**src/rtl/oserdes_lane_sequencer.sv**
```systemverilog
// OSERDESE2 lane bank sequencer: reset, OCE, flush, training, then payload streaming with idle fill.
// Optional per-lane PRBS7 payload source is compiled in with `define OSER_PRBS_EN (adds prbs_mode).

module oserdes_lane_sequencer_lane #(
  parameter int                    DATA_WIDTH = 8,
  parameter logic [DATA_WIDTH-1:0] IDLE       = '0,
  parameter logic [DATA_WIDTH-1:0] TRAIN      = '0
) (
  input  logic                  clk,
  input  logic                  srst_n,
  input  logic [1:0]            sel,
  input  logic [DATA_WIDTH-1:0] data,
`ifdef OSER_PRBS_EN
  input  logic                  reseed,
  input  logic [6:0]            seed,
`endif
  output logic [DATA_WIDTH-1:0] d
);
  localparam logic [1:0] SEL_TRAIN = 2'd1;
  localparam logic [1:0] SEL_DATA  = 2'd2;
  localparam logic [1:0] SEL_PRBS  = 2'd3;

`ifdef OSER_PRBS_EN
  logic [6:0]            lfsr, lfsr_nxt;
  logic [DATA_WIDTH-1:0] prbs_word;

  // x^7+x^6+1, DATA_WIDTH steps per cycle, first generated bit lands in the LSB
  always_comb begin
    lfsr_nxt  = lfsr;
    prbs_word = '0;
    for (int b = 0; b < DATA_WIDTH; b++) begin
      prbs_word[b] = lfsr_nxt[6] ^ lfsr_nxt[5];
      lfsr_nxt     = {lfsr_nxt[5:0], prbs_word[b]};
    end
  end

  always_ff @(posedge clk) begin
    if (!srst_n || reseed) lfsr <= seed;
    else if (sel == SEL_PRBS) lfsr <= lfsr_nxt;
  end
`endif

  always_ff @(posedge clk) begin
    if (!srst_n) d <= IDLE;
    else begin
      case (sel)
        SEL_TRAIN: d <= TRAIN;
        SEL_DATA:  d <= data;
`ifdef OSER_PRBS_EN
        SEL_PRBS:  d <= prbs_word;
`endif
        default:   d <= IDLE;
      endcase
    end
  end
endmodule

module oserdes_lane_sequencer #(
  parameter int          NUM_LANES    = 4,
  parameter int          DATA_WIDTH   = 8,
  parameter int          RST_CYCLES   = 8,
  parameter int          FLUSH_CYCLES = 4,
  parameter int          TRAIN_WORDS  = 16,
  parameter logic [7:0]  IDLE_WORD    = 8'h00,
  parameter logic [7:0]  TRAIN_WORD   = 8'h5A
) (
  input  logic                            clk,
  input  logic                            srst_n,
  input  logic                            start,
  input  logic                            stop,
  input  logic [NUM_LANES*DATA_WIDTH-1:0] s_data,
  input  logic                            s_valid,
  output logic                            s_ready,
`ifdef OSER_PRBS_EN
  input  logic                            prbs_mode,
`endif
  output logic                            oser_rst,
  output logic                            oser_oce,
  output logic [NUM_LANES*DATA_WIDTH-1:0] oser_d,
  output logic                            link_up,
  output logic                            busy,
  output logic [15:0]                     underflow_cnt
);
  localparam int PMAX0 = (RST_CYCLES > FLUSH_CYCLES) ? RST_CYCLES : FLUSH_CYCLES;
  localparam int PMAX  = (PMAX0 > TRAIN_WORDS) ? PMAX0 : TRAIN_WORDS;
  localparam int CW    = $clog2(PMAX + 1);

  localparam logic [2:0] S_IDLE  = 3'd0;
  localparam logic [2:0] S_RESET = 3'd1;
  localparam logic [2:0] S_FLUSH = 3'd2;
  localparam logic [2:0] S_TRAIN = 3'd3;
  localparam logic [2:0] S_RUN   = 3'd4;

  localparam logic [1:0] SEL_IDLE  = 2'd0;
  localparam logic [1:0] SEL_TRAIN = 2'd1;
  localparam logic [1:0] SEL_DATA  = 2'd2;
  localparam logic [1:0] SEL_PRBS  = 2'd3;

  logic [2:0]    state, state_nxt;
  logic [CW-1:0] cnt;
  logic          prbs_run, accept;
  logic [1:0]    sel;

`ifdef OSER_PRBS_EN
  assign prbs_run = (state == S_RUN) && prbs_mode;
`else
  assign prbs_run = 1'b0;
`endif

  assign s_ready = (state == S_RUN) && !stop && !prbs_run;
  assign accept  = s_valid && s_ready;

  always_comb begin
    state_nxt = state;
    case (state)
      S_IDLE:  if (start && !stop) state_nxt = S_RESET;
      S_RESET: if (stop) state_nxt = S_IDLE;
               else if (cnt == CW'(RST_CYCLES - 1)) state_nxt = S_FLUSH;
      S_FLUSH: if (stop) state_nxt = S_IDLE;
               else if (cnt == CW'(FLUSH_CYCLES - 1)) state_nxt = S_TRAIN;
      S_TRAIN: if (stop) state_nxt = S_IDLE;
               else if (cnt == CW'(TRAIN_WORDS - 1)) state_nxt = S_RUN;
      S_RUN:   if (stop) state_nxt = S_IDLE;
      default: state_nxt = S_IDLE;
    endcase
  end

  // Lane word for the next cycle; the first RUN cycle is always idle since nothing was offered in TRAIN
  always_comb begin
    sel = SEL_IDLE;
    if (state_nxt == S_TRAIN) sel = SEL_TRAIN;
    else if (state_nxt == S_RUN && state == S_RUN) begin
      if (prbs_run)    sel = SEL_PRBS;
      else if (accept) sel = SEL_DATA;
    end
  end

  always_ff @(posedge clk) begin
    if (!srst_n) begin
      state         <= S_IDLE;
      cnt           <= '0;
      oser_rst      <= 1'b1;
      oser_oce      <= 1'b0;
      link_up       <= 1'b0;
      busy          <= 1'b0;
      underflow_cnt <= '0;
    end else begin
      state    <= state_nxt;
      oser_rst <= (state_nxt == S_IDLE) || (state_nxt == S_RESET);
      oser_oce <= (state_nxt == S_FLUSH) || (state_nxt == S_TRAIN) || (state_nxt == S_RUN);
      link_up  <= (state_nxt == S_RUN);
      busy     <= (state_nxt == S_RESET) || (state_nxt == S_FLUSH) || (state_nxt == S_TRAIN);
      if (state_nxt != state) cnt <= '0;
      else if (state != S_IDLE && state != S_RUN) cnt <= cnt + CW'(1);
      if (state == S_IDLE && state_nxt == S_RESET) underflow_cnt <= '0;
      else if (state == S_RUN && !stop && !accept && !prbs_run && underflow_cnt != 16'hFFFF)
        underflow_cnt <= underflow_cnt + 16'd1;
    end
  end

`ifdef OSER_PRBS_EN
  logic reseed;
  assign reseed = (state_nxt == S_RUN) && (state != S_RUN);
`endif

  for (genvar i = 0; i < NUM_LANES; i++) begin : g_lane
    oserdes_lane_sequencer_lane #(
      .DATA_WIDTH (DATA_WIDTH),
      .IDLE       (IDLE_WORD[DATA_WIDTH-1:0]),
      .TRAIN      (TRAIN_WORD[DATA_WIDTH-1:0])
    ) u_lane (
      .clk    (clk),
      .srst_n (srst_n),
      .sel    (sel),
      .data   (s_data[i*DATA_WIDTH +: DATA_WIDTH]),
`ifdef OSER_PRBS_EN
      .reseed (reseed),
      .seed   (7'h7F ^ 7'(i)),
`endif
      .d      (oser_d[i*DATA_WIDTH +: DATA_WIDTH])
    );
  end
endmodule

```
**config.mk**
```make
export PLATFORM = sky130hd
export DESIGN_NAME = oserdes_lane_sequencer
export DESIGN_NICKNAME = d
export VERILOG_FILES = /design/src/rtl/oserdes_lane_sequencer.sv
export SDC_FILE = /design/constraint.sdc
export NUM_CORES = 1
export LEC_CHECK = 0
export CAP_MARGIN = 20
export CORE_ASPECT_RATIO = 1.1
export CORE_UTILIZATION = 30
export DETAILED_ROUTE_END_ITERATION = 12
export PLACE_DENSITY_LB_ADDON = 0.1
export SETUP_SLACK_MARGIN = 0.5
export SYNTH_ARGS = -nofsm -noshare
export SYNTH_HDL_FRONTEND = slang
export SYNTH_SLANG_ARGS = --single-unit
```
**constraint.sdc**
```tcl
create_clock -name clk -period 2.24 [get_ports clk]
set_input_delay 0.336 -clock clk [delete_from_list [all_inputs] [get_ports clk]]
set_output_delay 0.336 -clock clk [all_outputs]
set_load 0.005 [all_outputs]
```
==> run_results.csv, run 1 <==
group,metric,value,unit
clocking,cts.reportedPaths.clkPinSlew,70,ps
global_route,gr-usage-all-layers,0.1539,
timing,setup_viol,0,
timing,fin_worst_hold_slack,514.0,ps
yosys,synth_area_leader_cell,"sky130_fd_sc_hd__dfxtp_1",
clocking,clk_root_buffer_cell,"sky130_fd_sc_hd__clkbuf_8",
yosys,synth.yosys.warnings,0,
routing,vias,2212,
routing,ant_nets,0,
placed_design,routabilityCongestion,0.7781,
clocking,cts_inserted_buffers,9,
pwr,power_density,580.3,nW/um2
layout,n_antenna_cell,0,
clocking,clockBufferDepth,2,
yosys,synth-edff-count,0,
yosys,syn-instance-count,246,
yosys,async_flop_share,0,
yosys,synth_top_cells_by_area,"sky130_fd_sc_hd__dfxtp_1 50%, sky130_fd_sc_hd__a21o_1 5.3%, sky130_fd_sc_hd__and2_1 5.2%",
floorplanning,top_level_ports,90,
yosys,postSynthNetCount,286,
global_route,grt_max_degree,33,
clocking,tritoncts,"built",
yosys,synth_area_per_inst,9.826,um2
routing,drtIter0Drc,51,
routing,first_pass_detailed_route_iteration_total,4,
routing,wl_per_cell,13.28,um
worst_setup_path,crit_family,"simple AND/OR/NAND/NOR gates",
layout,finish.utilization,0.5093,
floorplanning,dieWidth,87.59,um
placed_design,detailed_place_hpwl,4.262,mm
clocking,clock-sinks,60,
worst_setup_path,critical_path_buf_inv_count,1,
yosys,sequential_to_total_area_share_from_yosys_stat,0.4969,
global_route,antenna_found_initial,0,
placed_design,portBuffers,89,
timing,setup_repair_after_global_routing_missed_its_margin,"true",
clocking,cts-hold-fix-buffers,0,
run_status,outcome,"finished, final reports clean",
yosys,synth_flop_cell,"sky130_fd_sc_hd__dfxtp_1",
yosys,synth.most_common_cell,"sky130_fd_sc_hd__dfxtp_1",
worst_setup_path,crit_path_max_fanout,17,
yosys,synth_unique_cells,49,
floorplanning,floorplan.die_area,8421,um2
pwr,power.static_leakage,1.466,nW
floorplanning,die_y,96.15,um
timing,fin_worst_skew,8.761,ps
min_path,worstHoldPathType,"flop to flop",
timing,fin_crit,1844,ps
worst_setup_path,cp_data_arrival_time,1510,ps
pwr,peakVddDrop,0.0002542,V
worst_setup_path,cpPeakStageDelay,430,ps
clocking,cts_htree_levels,3,
timing,timing_hold_violations_final,0,
worst_setup_path,cp_slowest_cell,"sky130_fd_sc_hd__or3b_1",
worst_setup_path,timing.setup.critical_path_class,"flop to output port",
layout,synthToLayoutAreaGrowth,60.92,%
yosys,ys_seq_elements,60,
pwr,total_power,0.002257,W
yosys,synth.cell_area,2417,um2
routing,vias_per_cell,4.809,
layout,multi_input_area,1286,um2
global_route,grt_pass1_wl,9.853,mm
global_route,via_count_of_the_first_global_routing_pass,1988,
layout,finalNetCount,390,
routing,drt_wl_total,6.111,mm
timing,fin_crit_sh,0.8231,
yosys,yosys.area.top_type_share,0.4969,
worst_setup_path,worstSetupEndpointType,"output port",
worst_setup_path,timing.critical_path.cells,"or3b_1 -> nor2_2 -> clkdlybuf4s15_2",
floorplanning,initial_core_utilization,0.3165,
routing,post-route-drc-count,0,
global_route,grt_overflow,0,
yosys,synthTopCellsByCount,"60 x sky130_fd_sc_hd__dfxtp_1, 20 x sky130_fd_sc_hd__and2_1, 17 x sky130_fd_sc_hd__a21o_1, 15 x sky130_fd_sc_hd__nand2_1, 12 x sky130_fd_sc_hd__nor2_1",
timing,fmax,542.4,MHz
layout,post_route_cells_drive_above_1_share,0.1887,
layout,regArea,1212,um2
timing,slew_violations,0,
floorplanning,core_area,7639,um2
layout,fillers,715,
worst_setup_path,critical_path.startpoint_type,"flop",
timing,timing_worst_slew_pin_value,584.2,ps
floorplanning,num_rows,33,
clocking,clock_latency,340,ps
timing,setup_total_negative_slack,0,ps
worst_setup_path,worst-endpoint-required,1900,ps
timing,timing.slew.headroom,0.6082,
job,max_cap_viol_count,0,
[layout make-up]
cell class                 instances  area share
multi-input combinational        172      0.3307
sequential                        60      0.3117
timing repair buffer             102      0.2634
tap                              105     0.03377
clock buffer                      10     0.03281
clock inverter                     6     0.02284
inverter                           5    0.004825
[power by group]
part / total [W] / switching, W / internal (W)
logic: 0.000120 / 0.0000442 / 0.0000761
registers: 0.00107 / 0.00000284 / 0.00107
clock network: 0.00107 / 0.000440 / 0.000626
[kinds of logic (layout without fill, tap and decap cells)]
family	after synthesis	in the layout	share of synthesized area
AOI/OAI and AO/OA	64	64	0.1905
xor gates and xnor gates	2	2	0.007248
adders and majority gates	3	3	0.01553
buffers and inverters	14	123	0.02691
DFF	60	60	0.4969
muxes	1	1	0.004141
and+or+nand+nor	102	102	0.2588
[metrics by stage]
step	cells	area (um2)	setup slack (ps)
3_5_place_dp	440	3531	70.39
3_3_place_gp	440	3531	83.08
2_1_floorplan	246	2462	365.2
5_1_grt	460	3890	309.8
4_1_cts	457	3780	377.5
6_report	460	3890	396.4
[path summary, 6_finish.rpt]
kind                    startpoint               endpoint  slack (ps)  cells past startpoint
setup / recovery          state[1]                s_ready         400                      3
hold / removal    underflow_cnt[9]       underflow_cnt[9]         510                      2
setup reg to reg            cnt[1]  g_lane[3].u_lane.d[6]         420                      8
hold reg to reg   underflow_cnt[9]       underflow_cnt[9]         510                      2
[sequential cells by signal, summed over array words and instances (netlist names)]
register / flops
g_lane.u_lane.d: 32
underflow_cnt: 16
cnt: 5
state: 3
busy: 1
link_up: 1
oser_oce: 1
oser_rst: 1
[placed cells by master, fill, tap and decap left out, types with 5 or more instances in the layout]
cell,instances
sky130_fd_sc_hd__a21o_1,17
sky130_fd_sc_hd__a21oi_1,8
sky130_fd_sc_hd__and2_1,18
sky130_fd_sc_hd__buf_4,9
sky130_fd_sc_hd__clkbuf_8,9
sky130_fd_sc_hd__clkdlybuf4s50_1,87
sky130_fd_sc_hd__dfxtp_1,53
sky130_fd_sc_hd__dfxtp_2,6
sky130_fd_sc_hd__inv_1,5
sky130_fd_sc_hd__nand2_1,13
sky130_fd_sc_hd__nand3_1,7
sky130_fd_sc_hd__nor2_1,10
sky130_fd_sc_hd__o21ai_0,8
sky130_fd_sc_hd__o31ai_1,6
sky130_fd_sc_hd__or3_1,5
sky130_fd_sc_hd__or4_1,6
[worst min-delay path: stages (launching register included)]
cell and delay, ps:
sky130_fd_sc_hd__dfxtp_1 340, sky130_fd_sc_hd__o31ai_1 70, sky130_fd_sc_hd__a21oi_1 50
[metal layers]
layer | track usage | up-vias | wire (um)
li1 | - | 1115 | -
met1 | 0.2006 | 1012 | 2933
met2 | 0.2279 | 78 | 2668
met3 | 0.05832 | 7 | 428
met4 | 0.06148 | 0 | 81
met5 | 0 | - | 0
[timing repair]
| item | 4_1_cts | 5_1_grt |
|---|---|---|
| setup endpoints to repair | 26 | 38 |
| gates resized for setup | 12 | 23 |
| buffers inserted | 1 | 3 |
| pin swaps | 2 | 10 |
No activity file was read; power rests on OpenSTA's default activity.
==> inputs of run 2 (changes only) <==
==> constraint.sdc (replaced) <==
create_clock -name clk -period 1.75 [get_ports clk]
set_input_delay 0.2625 -clock clk [delete_from_list [all_inputs] [get_ports clk]]
set_output_delay 0.2625 -clock clk [all_outputs]
set_load 0.005 [all_outputs]
==> run 2 against run 1 <==
  * The run now ends with negative setup slack left
  * Routed wire length up 21%
  * Clock-buffer cell count grew 1
  * First-iteration DRC count grew 5.9%
  * Worst hold slack got worse by 43 ps
  * Critical path depth up 5
  * Critical endpoint is now g_lane[2].u_lane.d[6]
  * Via count is 13% higher
  * Global-route usage up 2.1 points
  * Final cell count rose by 13%
  * Combinational power up 80%
  * Die area unchanged
  * Total power is 26% higher
==> run_results.csv, run 2 (synthesized netlist as in run 1, its figures left out) <==
group,metric,value,unit
job,max_cap_viol_count,0,
layout,reg_top3,"g_lane.u_lane.d (32), underflow_cnt (16), cnt (5)",
clocking,clock-sinks,60,
clocking,cts.reportedPaths.clkPinSlew,70,ps
routing,ant_nets,0,
clocking,tritoncts,"built",
floorplanning,num_rows,33,
layout,registers.top_by_ff_count,"g_lane.u_lane.d",
routing,drt_wl_total,7.398,mm
routing,wl_per_cell,14.23,um
routing,post-route-drc-count,0,
pwr,seqPwrFrac,0.477,
pwr,intPower,0.002213,W
timing,setup_viol,18,
routing,vias_per_cell,4.788,
timing,fin_worst_skew,8.278,ps
layout,number_of_flip_flops_under_the_largest_register_name,32,
worst_setup_path,rr_worst_depth,8,
timing,final.setup.worst_slack,-49.10,ps
floorplanning,top_level_ports,90,
global_route,antenna_found_initial,0,
timing,fin_crit,1799,ps
layout,finish.utilization,0.6172,
pwr,peakVddDrop,0.0004388,V
layout,fillers,650,
clocking,clock_latency,330,ps
global_route,gr-usage-all-layers,0.1747,
floorplanning,core_area,7639,um2
global_route,grt_overflow,0,
global_route,grt_pass1_wl,11.18,mm
worst_setup_path,crit_path_max_fanout,16,
pwr,clock_power_share,0.447,
timing,fin_worst_hold_slack,471.0,ps
pwr,netSwitchingPower,0.0006290,W
global_route,via_count_of_the_first_global_routing_pass,2325,
clocking,cts-hold-fix-buffers,0,
timing,timing_worst_slew_pin_value,518.9,ps
placed_design,placement.cell_area,3782,um2
floorplanning,initial_core_utilization,0.3165,
layout,mostFrequentLayoutCell,"sky130_fd_sc_hd__dlygate4sd2_1",
pwr,power_density,602.9,nW/um2
timing,timing.slew.headroom,0.6522,
routing,drtIter0Drc,54,
worst_setup_path,cp_data_arrival_time,2080,ps
layout,finalNetCount,451,
global_route,grt_max_degree,17,
layout,mostFrequentLayoutCells,"45 x sky130_fd_sc_hd__dlygate4sd2_1, 43 x sky130_fd_sc_hd__buf_4, 39 x sky130_fd_sc_hd__dfxtp_1",
run_status,violations_in_the_final_reports,"negative setup slack",
pwr,power.static_leakage,2.163,nW
floorplanning,dieWidth,87.59,um
placed_design,routabilityCongestion,0.7610,
pwr,power.share.switching,0.2213,
timing,fin_crit_sh,1.028,
routing,first_pass_detailed_route_iteration_total,4,
min_path,hold_depth,1,
clocking,cts_inserted_buffers,9,
min_path,worstHoldPathType,"flop to flop",
clocking,clockBufferDepth,2,
layout,n_antenna_cell,0,
floorplanning,floorplan.die_area,8421,um2
floorplanning,die_y,96.15,um
worst_setup_path,worstSetupEndpointType,"flop",
clocking,clk_root_buffer_cell,"sky130_fd_sc_hd__clkbuf_8",
timing,fmax,555.8,MHz
pwr,power.combinational.fraction,0.076,
layout,post_route_cells_drive_above_1_share,0.4361,
layout,post-route-cell-area,4715,um2
placed_design,detailed_place_hpwl,4.573,mm
worst_setup_path,worst-endpoint-required,2030,ps
routing,vias,2490,
placed_design,dp_slack,-380.5,ps
run_status,outcome,"complete, but fails checks",
timing,setup_total_negative_slack,-713.1,ps
worst_setup_path,timing.setup.critical_path_class,"flop to flop",
timing,timing_hold_violations_final,0,
layout,synthToLayoutAreaGrowth,95.03,%
placed_design,portBuffers,89,
timing,setup_repair_after_global_routing_missed_its_margin,"true",
timing,slew_violations,0,
worst_setup_path,critical_path.startpoint_type,"flop",
clocking,cts_htree_levels,3,
[run 2: changes by cell type in the layout (fill, tap and decap cells not counted), moves of 4 or more]
cell	delta
sky130_fd_sc_hd__buf_6	+20
sky130_fd_sc_hd__and2_1	-15
sky130_fd_sc_hd__clkdlybuf4s50_1	-52
sky130_fd_sc_hd__clkdlybuf4s15_1	+4
sky130_fd_sc_hd__dfxtp_4	+10
sky130_fd_sc_hd__dfxtp_2	+4
sky130_fd_sc_hd__buf_4	+34
sky130_fd_sc_hd__dfxtp_1	-14
sky130_fd_sc_hd__dlygate4sd2_1	+45
sky130_fd_sc_hd__and2_4	+15
sky130_fd_sc_hd__nor2_4	+4
[run 2: final cells by class]
class | instances | area (um2) | area share
timing repair buffer | 163 | 1585 | 0.3363
multi-input combinational | 172 | 1524 | 0.3232
sequential | 60 | 1255 | 0.2662
clock buffer | 11 | 151.4 | 0.03211
tap | 105 | 131.4 | 0.02787
clock inverter | 4 | 48.80 | 0.01035
inverter | 5 | 18.77 | 0.003981
[run 2: path summary, 6_finish.rpt]
kind | startpoint | end | slack, ps
worst min-delay path | underflow_cnt[13] | underflow_cnt[13] | 470
worst max-delay path | cnt[1] | g_lane[2].u_lane.d[6] | -50
worst min register to register | underflow_cnt[13] | underflow_cnt[13] | 470
worst max register to register | cnt[1] | g_lane[2].u_lane.d[6] | -50
[run 2: metal layers]
metal | global-route usage | vias up | wire (um)
li1 | - | 1239 | -
met1 | 0.2127 | 1192 | 3198
met2 | 0.2910 | 52 | 3848
met3 | 0.04717 | 7 | 243
met4 | 0.07104 | 0 | 107
met5 | 0 | - | 0
[run 2: repair_timing]
item | 4_1_cts | 5_1_grt
gates cloned | 6 | 0
endpoints found under the setup margin | 113 | 68
pin swaps | 40 | 23
endpoints found under the hold margin | 0 | 0
setup buffers | 22 | 12
gates resized for setup | 151 | 36
[run 2: worst max-delay path: stages (launching register included)]
cell and delay, ps:
sky130_fd_sc_hd__dfxtp_2 330, sky130_fd_sc_hd__ha_4 170, sky130_fd_sc_hd__and3_4 180, sky130_fd_sc_hd__ha_4 160, sky130_fd_sc_hd__a21boi_4 170, sky130_fd_sc_hd__o21ai_2 90, sky130_fd_sc_hd__a2111oi_4 360, sky130_fd_sc_hd__buf_12 190
sky130_fd_sc_hd__a21o_1 90
[run 2: metrics by stage]
stage          cells  power, W
2_1_floorplan    246  0.001453
3_3_place_gp     465  0.001562
3_5_place_dp     465  0.001563
4_1_cts          508  0.002863
5_1_grt          520  0.002968
6_report         520  0.002842
[run 2: power by group through the flow]
stage	clock network [W]	logic, W	registers [W]
after floorplan	0	0.0000503	0.00140
after global placement	0	0.000161	0.00140
after detailed placement	0	0.000162	0.00140
after CTS	0.00131	0.000201	0.00136
after global routing	0.00139	0.000229	0.00135
final	0.00127	0.000216	0.00135
